`src/rtl/dmux8way16_buf_if.sv`:
```
// Producer/consumer bundle for dmux8way16_buf: one 16-bit word in, eight held words out with valid/ack.
// The master modport is the producer+consumers side; the slave modport is the distributor.
interface dmux8way16_buf_if;
   logic [15:0] inp;
   logic [2:0]  lines;
   logic        bcast;
   logic        inp_valid;
   logic        inp_ready;
   logic [15:0] out1, out2, out3, out4, out5, out6, out7, out8;
   logic [7:0]  out_valid;
   logic [7:0]  out_ack;

   modport master (
      output inp, lines, bcast, inp_valid, out_ack,
      input  inp_ready, out1, out2, out3, out4, out5, out6, out7, out8, out_valid
   );

   modport slave (
      input  inp, lines, bcast, inp_valid, out_ack,
      output inp_ready, out1, out2, out3, out4, out5, out6, out7, out8, out_valid
   );
endinterface

```
`src/rtl/dmux8way16_buf.sv`:
```
// Registered 1-to-8 word distributor, 1-cycle latency; inp_ready drops while the target channel(s) are full.
// Define DMUX8WAY16_STATS_EN to add accept/stall counters with a synchronous stats_clr.
module dmux8way16_buf #(
   parameter logic [15:0] RESET_VAL    = 16'h0000,
   parameter bit          ALLOW_REFILL = 1'b1
) (
   input  logic            clk,
   input  logic            rst,
`ifdef DMUX8WAY16_STATS_EN
   input  logic            stats_clr,
   output logic [15:0]     accept_cnt,
   output logic [15:0]     stall_cnt,
`endif
   dmux8way16_buf_if.slave bus
);

   logic [15:0] data_q [8];
   logic [7:0]  valid_q;
   logic [7:0]  free;
   logic [7:0]  wr;
   logic        rdy;
   logic        xfer;

   // A full channel counts as free when refill is allowed and its consumer acks this cycle.
   always_comb begin
      free = ~valid_q | (ALLOW_REFILL ? bus.out_ack : 8'h00);
      rdy  = bus.bcast ? (&free) : free[bus.lines];
      xfer = bus.inp_valid & rdy;
      wr   = 8'h00;
      if (xfer) begin
         wr = bus.bcast ? 8'hFF : (8'h01 << bus.lines);
      end
   end

   always_ff @(posedge clk or posedge rst) begin
      if (rst) begin
         for (int k = 0; k < 8; k++) begin
            data_q[k] <= RESET_VAL;
         end
         valid_q <= 8'h00;
      end else begin
         for (int k = 0; k < 8; k++) begin
            if (wr[k]) begin
               data_q[k]  <= bus.inp;
               valid_q[k] <= 1'b1;
            end else if (bus.out_ack[k]) begin
               valid_q[k] <= 1'b0;
            end
         end
      end
   end

   assign bus.inp_ready = rdy;
   assign bus.out_valid = valid_q;
   assign bus.out1      = data_q[0];
   assign bus.out2      = data_q[1];
   assign bus.out3      = data_q[2];
   assign bus.out4      = data_q[3];
   assign bus.out5      = data_q[4];
   assign bus.out6      = data_q[5];
   assign bus.out7      = data_q[6];
   assign bus.out8      = data_q[7];

`ifdef DMUX8WAY16_STATS_EN
   // A broadcast is one transfer; clear wins over a same-cycle increment.
   always_ff @(posedge clk or posedge rst) begin
      if (rst) begin
         accept_cnt <= 16'h0000;
         stall_cnt  <= 16'h0000;
      end else if (stats_clr) begin
         accept_cnt <= 16'h0000;
         stall_cnt  <= 16'h0000;
      end else begin
         if (xfer) begin
            accept_cnt <= accept_cnt + 16'd1;
         end
         if (bus.inp_valid && !rdy) begin
            stall_cnt <= stall_cnt + 16'd1;
         end
      end
   end
`endif

endmodule

```
`src/flat_wrapper.sv`:
```
// flat-port wrapper written by rule: the top's interface ports become plain ports
module dmux8way16_buf_flat 
#(
   parameter logic [15:0] RESET_VAL    = 16'h0000,
   parameter bit          ALLOW_REFILL = 1'b1
)
  (clk, rst, bus_inp, bus_lines, bus_bcast, bus_inp_valid, bus_out_ack, bus_inp_ready, bus_out1, bus_out2, bus_out3, bus_out4, bus_out5, bus_out6, bus_out7, bus_out8, bus_out_valid);
  dmux8way16_buf_if bus_i ();
  input  logic clk;
  input  logic rst;
  input wire logic [$bits(bus_i.inp)-1:0] bus_inp;
  input wire logic [$bits(bus_i.lines)-1:0] bus_lines;
  input wire logic [$bits(bus_i.bcast)-1:0] bus_bcast;
  input wire logic [$bits(bus_i.inp_valid)-1:0] bus_inp_valid;
  input wire logic [$bits(bus_i.out_ack)-1:0] bus_out_ack;
  output wire logic [$bits(bus_i.inp_ready)-1:0] bus_inp_ready;
  output wire logic [$bits(bus_i.out1)-1:0] bus_out1;
  output wire logic [$bits(bus_i.out2)-1:0] bus_out2;
  output wire logic [$bits(bus_i.out3)-1:0] bus_out3;
  output wire logic [$bits(bus_i.out4)-1:0] bus_out4;
  output wire logic [$bits(bus_i.out5)-1:0] bus_out5;
  output wire logic [$bits(bus_i.out6)-1:0] bus_out6;
  output wire logic [$bits(bus_i.out7)-1:0] bus_out7;
  output wire logic [$bits(bus_i.out8)-1:0] bus_out8;
  output wire logic [$bits(bus_i.out_valid)-1:0] bus_out_valid;
  assign bus_i.inp = bus_inp;
  assign bus_i.lines = bus_lines;
  assign bus_i.bcast = bus_bcast;
  assign bus_i.inp_valid = bus_inp_valid;
  assign bus_i.out_ack = bus_out_ack;
  assign bus_inp_ready = bus_i.inp_ready;
  assign bus_out1 = bus_i.out1;
  assign bus_out2 = bus_i.out2;
  assign bus_out3 = bus_i.out3;
  assign bus_out4 = bus_i.out4;
  assign bus_out5 = bus_i.out5;
  assign bus_out6 = bus_i.out6;
  assign bus_out7 = bus_i.out7;
  assign bus_out8 = bus_i.out8;
  assign bus_out_valid = bus_i.out_valid;
  dmux8way16_buf #(.RESET_VAL(RESET_VAL), .ALLOW_REFILL(ALLOW_REFILL)) u_core (.clk(clk), .rst(rst), .bus(bus_i));
endmodule
```
`config.mk`:
```
export PLATFORM = sky130hd
export DESIGN_NAME = dmux8way16_buf_flat
export DESIGN_NICKNAME = d
export VERILOG_FILES = /design/src/rtl/dmux8way16_buf_if.sv /design/src/rtl/dmux8way16_buf.sv /design/src/flat_wrapper.sv
export SDC_FILE = /design/constraint.sdc
export NUM_CORES = 1
export LEC_CHECK = 0
export ABC_CLOCK_PERIOD_IN_PS = 5100
export CAP_MARGIN = 20
export CORE_MARGIN = 1.5
export CORE_UTILIZATION = 47
export CTS_CLUSTER_SIZE = 16
export DETAILED_ROUTE_END_ITERATION = 7
export GPL_ROUTABILITY_DRIVEN = 0
export HOLD_SLACK_MARGIN = 0.06
export PLACE_DENSITY = 0.86
export SLEW_MARGIN = 30
export SYNTH_ARGS = -nofsm -noshare
export SYNTH_HDL_FRONTEND = slang
export SYNTH_SLANG_ARGS = --single-unit
```
`constraint.sdc`:
```
create_clock -name clk -period 5.1 [get_ports clk]
set_input_delay 1.02 -clock clk [delete_from_list [all_inputs] [get_ports clk]]
set_output_delay 1.02 -clock clk [all_outputs]
set_load 0.02 [all_outputs]
```
==> results by group <==
Run status
  • Outcome: finished, violations left
  • Violations in the final reports: DRC

Worst setup path
  • Critical path class: input pin to primary output
  • Capturing element type of the critical path: primary output
  • CP startpoint kind: input pin
  • Signal arrival time at the worst endpoint: 3.22 ns
  • Maximum net fanout on the critical path: 11
  • Endpoint required time on the critical path: 4.08 ns

Clocking
  • Cts bufs inserted: 17
  • Post-cts gate resize count: 0
  • Post-CTS Setup Repair Bufs: 0
  • Hold Buf Count CTS: 0
  • Buffer levels on the longest clock path: 2
  • Clock Tree Root: sky130_fd_sc_hd__clkbuf_16
  • CTS clk-pin slew, worst paths: 0.06 ns
  • Total number of clock tree sinks: 136
  • H-tree depth: 4
  • Clock tree from TritonCTS: built
  • Clk_lat worst skew: 0.41 ns

GRT
  • Number of antenna violations at the first check in global routing: 0
  • Global routing met2 resource utilization: 0.392
  • Largest net degree at the start of global routing: 64
  • Grt ovf: 0
  • Met3 track demand over resource in global routing: 0.0567
  • Busiest layer in global routing: met2
  • GRT Util Overall: 0.236
  • Wire length of the first global-routing pass: 22.3 mm
  • Vias in the first global route: 3834
  • Met1 Use GR: 0.295

STA
  • Achievable frequency: 236 MHz
  • Finish-stage setup viols: 0
  • Least-Margin Pin Slew: 0.966 ns
  • Setup slack after layout: 0.855 ns
  • Setup Total Neg Slack: 0 ns
  • Min Tclk post-route: 4.24 ns
  • Setup repair after global routing missed its margin: no
  • Max-slew violation total from the final report: 0
  • Final Cycle Share: 0.832
  • Clk_skew: 0.0122 ns
  • Max-Slew Margin vs Limit: 0.356
  • Final hold violation count: 0

Power
  • Pwr per Cell Area: 630 nW/um^2
  • Total power draw: 5.07 mW
  • Design internal power: 3.49 mW
  • IR Drop Worst-Case VDD: 0.437 mV
  • Sw power: 1.58 mW
  • Combinational group share of total power: 0.383
  • Switching share of power: 0.312
  • Leakage power: 3.44 nW
  • Clock network power share: 0.283
  • Sequential cell fraction of total power: 0.334

Yosys
  • XOR/XNOR Fraction of Synth Area: 0
  • Proportion of synthesized area in mux cells: 0.280
  • Number of flops mapped to enable cells by yosys: 0
  • Dominant combinational cell family by area after synthesis: multiplexers
  • Adder and majority cell fraction of the synthesized area: 0
  • Mean post-synth cell area: 16.6 um^2
  • Leading register cell type out of synthesis: sky130_fd_sc_hd__dfrtp_1
  • Warnings, synthesis: 0
  • Simple-gate portion of the synthesized area: 0.0450
  • Top cells by area, synth: sky130_fd_sc_hd__dfrtp_1, sky130_fd_sc_hd__mux2_2, sky130_fd_sc_hd__mux2_4
  • Sequential area share after synthesis: 0.603
  • Post-synthesis cell type with the largest combined area: sky130_fd_sc_hd__dfrtp_1
  • Yosys cell types: 35
  • Post-synthesis cell count: 339
  • Seq cells post-synth: 136
  • Share of the synthesized area in the top cell type: 0.603
  • Cell Area, Synth: 5640 um^2
  • Net count after synthesis: 370
  • Compound-cell area share of the yosys netlist: 0.0395
  • Async SR Flop Fraction: 1.00

Layout
  • Fraction of final layout cells with drive strength greater than 1: 0.319
  • Area taken by flip-flops and latches: 3400 um^2
  • Net total in the final layout: 547
  • Cell Count, Final, Fillers Out: 672
  • Number of diodes added for antenna fixing: 0
  • Finished Core Util: 0.697
  • Area of combinational cells with multiple inputs: 2050 um^2
  • Number of fill cells in the layout: 753
  • Layout-stage area growth over the synthesis result: 42.9%

Route
  • Detailed-router iteration count before antenna repair: 7
  • Via total after detailed routing: 3552
  • Drt via density: 5.29
  • Drt wl/cell: 21.1 um
  • Routed WL: 14.2 mm
  • Residual DRC count: 10
  • Number of DRC markers after the initial detailed-route iteration: 310
  • Number of nets still failing antenna checks after routing: 0

Die
  • Die Wd: 113 um
  • Floorplan die area: 12700 um^2
  • Num rows: 39
  • Std-Cell Core Area: 11600 um^2
  • Die boundary height: 113 um
  • Effective utilization at floorplan: 0.488
  • I/O pin cnt: 168

Place
  • Count of placed standard cells including taps: 640
  • Post-placement setup slack: 0.905 ns
  • Placed wire-length estimate after detailed placement: 9.53 mm
  • Buffers on Ports: 167

Flow run
  • Number of max-cap violations: 0

Worst hold path
  • Worst hold-check path type: flip-flop to flip-flop
## state kept, by name, indices dropped and copies added, names as in the netlist
register / flops
u_core.bus.out5: 16
u_core.bus.out2: 16
u_core.bus.out3: 16
u_core.bus.out1: 16
u_core.bus.out6: 16
u_core.bus.out4: 16
u_core.bus.out7: 16
u_core.bus.out_valid: 8
u_core.bus.out8: 16
## placed cells by master (no fill, tap or decap), types with 2 or more instances in the layout
| master | n |
|---|---|
| sky130_fd_sc_hd__mux2_4 | 36 |
| sky130_fd_sc_hd__o21ai_0 | 3 |
| sky130_fd_sc_hd__clkinv_4 | 2 |
| sky130_fd_sc_hd__a21oi_1 | 6 |
| sky130_fd_sc_hd__clkinv_2 | 4 |
| sky130_fd_sc_hd__clkbuf_16 | 17 |
| sky130_fd_sc_hd__nor2b_1 | 6 |
| sky130_fd_sc_hd__clkdlybuf4s50_1 | 167 |
| sky130_fd_sc_hd__inv_1 | 4 |
| sky130_fd_sc_hd__nor3_1 | 2 |
| sky130_fd_sc_hd__o21ai_2 | 2 |
| sky130_fd_sc_hd__mux2_1 | 16 |
| sky130_fd_sc_hd__or2_2 | 5 |
| sky130_fd_sc_hd__buf_4 | 4 |
| sky130_fd_sc_hd__clkbuf_8 | 2 |
| sky130_fd_sc_hd__a31oi_4 | 4 |
| sky130_fd_sc_hd__nand4_2 | 2 |
| sky130_fd_sc_hd__a31oi_1 | 3 |
| sky130_fd_sc_hd__bufinv_16 | 7 |
| sky130_fd_sc_hd__nand2b_1 | 5 |
| sky130_fd_sc_hd__nor2_1 | 2 |
| sky130_fd_sc_hd__nand2_1 | 3 |
| sky130_fd_sc_hd__dfrtp_1 | 136 |
| sky130_fd_sc_hd__mux2_2 | 76 |
## cells by family (layout without fill, tap and decap cells)
kind of cell | after synthesis | count (layout)
buffers and inverters | 18 | 208
AND/OR/NAND/NOR | 35 | 35
flip-flops | 136 | 136
AO/OA/AOI/OAI | 22 | 22
multiplexers | 128 | 128
## routing by layer
metal,vias to the layer above,part of all wire
met5,-,0
met4,0,0.021
met3,19,0.054
met2,135,0.52
met1,1826,0.41
li1,1572,-
## synth_stat cells (4+ instances only)
cell type,instances
sky130_fd_sc_hd__nor2b_1,6
sky130_fd_sc_hd__a21oi_1,6
sky130_fd_sc_hd__dfrtp_1,136
sky130_fd_sc_hd__or2_2,5
sky130_fd_sc_hd__nand2b_1,5
sky130_fd_sc_hd__mux2_2,76
sky130_fd_sc_hd__buf_12,4
sky130_fd_sc_hd__inv_1,5
sky130_fd_sc_hd__buf_6,6
sky130_fd_sc_hd__mux2_4,36
sky130_fd_sc_hd__a31oi_4,4
sky130_fd_sc_hd__mux2_1,16
## critical path: stages
cell                              delay [ns]
sky130_fd_sc_hd__clkdlybuf4s50_1        0.58
sky130_fd_sc_hd__or4b_4                 0.61
sky130_fd_sc_hd__o211ai_2               0.10
sky130_fd_sc_hd__nor2_1                 0.09
sky130_fd_sc_hd__a21oi_1                0.18
sky130_fd_sc_hd__a21oi_1                0.10
sky130_fd_sc_hd__clkdlybuf4s50_1        0.54
## area by class of cell
type,count,area share
Timing Repair Buffer,171,0.211
Clock inverter,13,0.0307
Clock buffer,19,0.0562
Multi-Input combinational cell,185,0.255
Sequential cell,136,0.422
Inverter,5,0.00264
Tap cell,143,0.0222
## final timing paths
path | start | to | slack (ns) | cells after the start
min in group asynchronous | rst | u_core.bus.out3[5]$_DFFE_PP0P_ | 1.08 | 2
worst min register to register | u_core.bus.out5[3]$_DFFE_PP0P_ | u_core.bus.out5[3]$_DFFE_PP0P_ | 0.48 | 1
worst max-delay path | bus_lines[0] | bus_inp_ready | 0.86 | 7
worst min-delay path | u_core.bus.out5[3]$_DFFE_PP0P_ | u_core.bus.out5[3]$_DFFE_PP0P_ | 0.48 | 1
max in group asynchronous | rst | u_core.bus.out4[15]$_DFFE_PP0P_ | 3.01 | 3
worst max register to register | u_core.bus.out_valid[7]$_DFFE_PP0P_ | u_core.bus.out2[13]$_DFFE_PP0P_ | 2.32 | 5
## through the flow
step	hold WS, ns	instance area [um^2]
floorplan	0.609	5640
global placement	0.470	7360
detailed placement	0.476	7360
CTS	0.489	8060
global route	0.502	8060
finish	0.484	8060
## power by group through the flow
| stage | Combinational [mW] | Sequential (mW) | Clock (mW) |
|---|---|---|---|
| after global placement | 1.91 | 1.68 | 0 |
| final | 1.94 | 1.69 | 1.43 |
| after CTS | 1.96 | 1.70 | 1.46 |
| after detailed placement | 1.95 | 1.71 | 0 |
| after floorplan | 0.514 | 2.15 | 0 |
| after global routing | 2.03 | 1.74 | 1.50 |
Note: power is estimated with default switching activity, not from simulation.
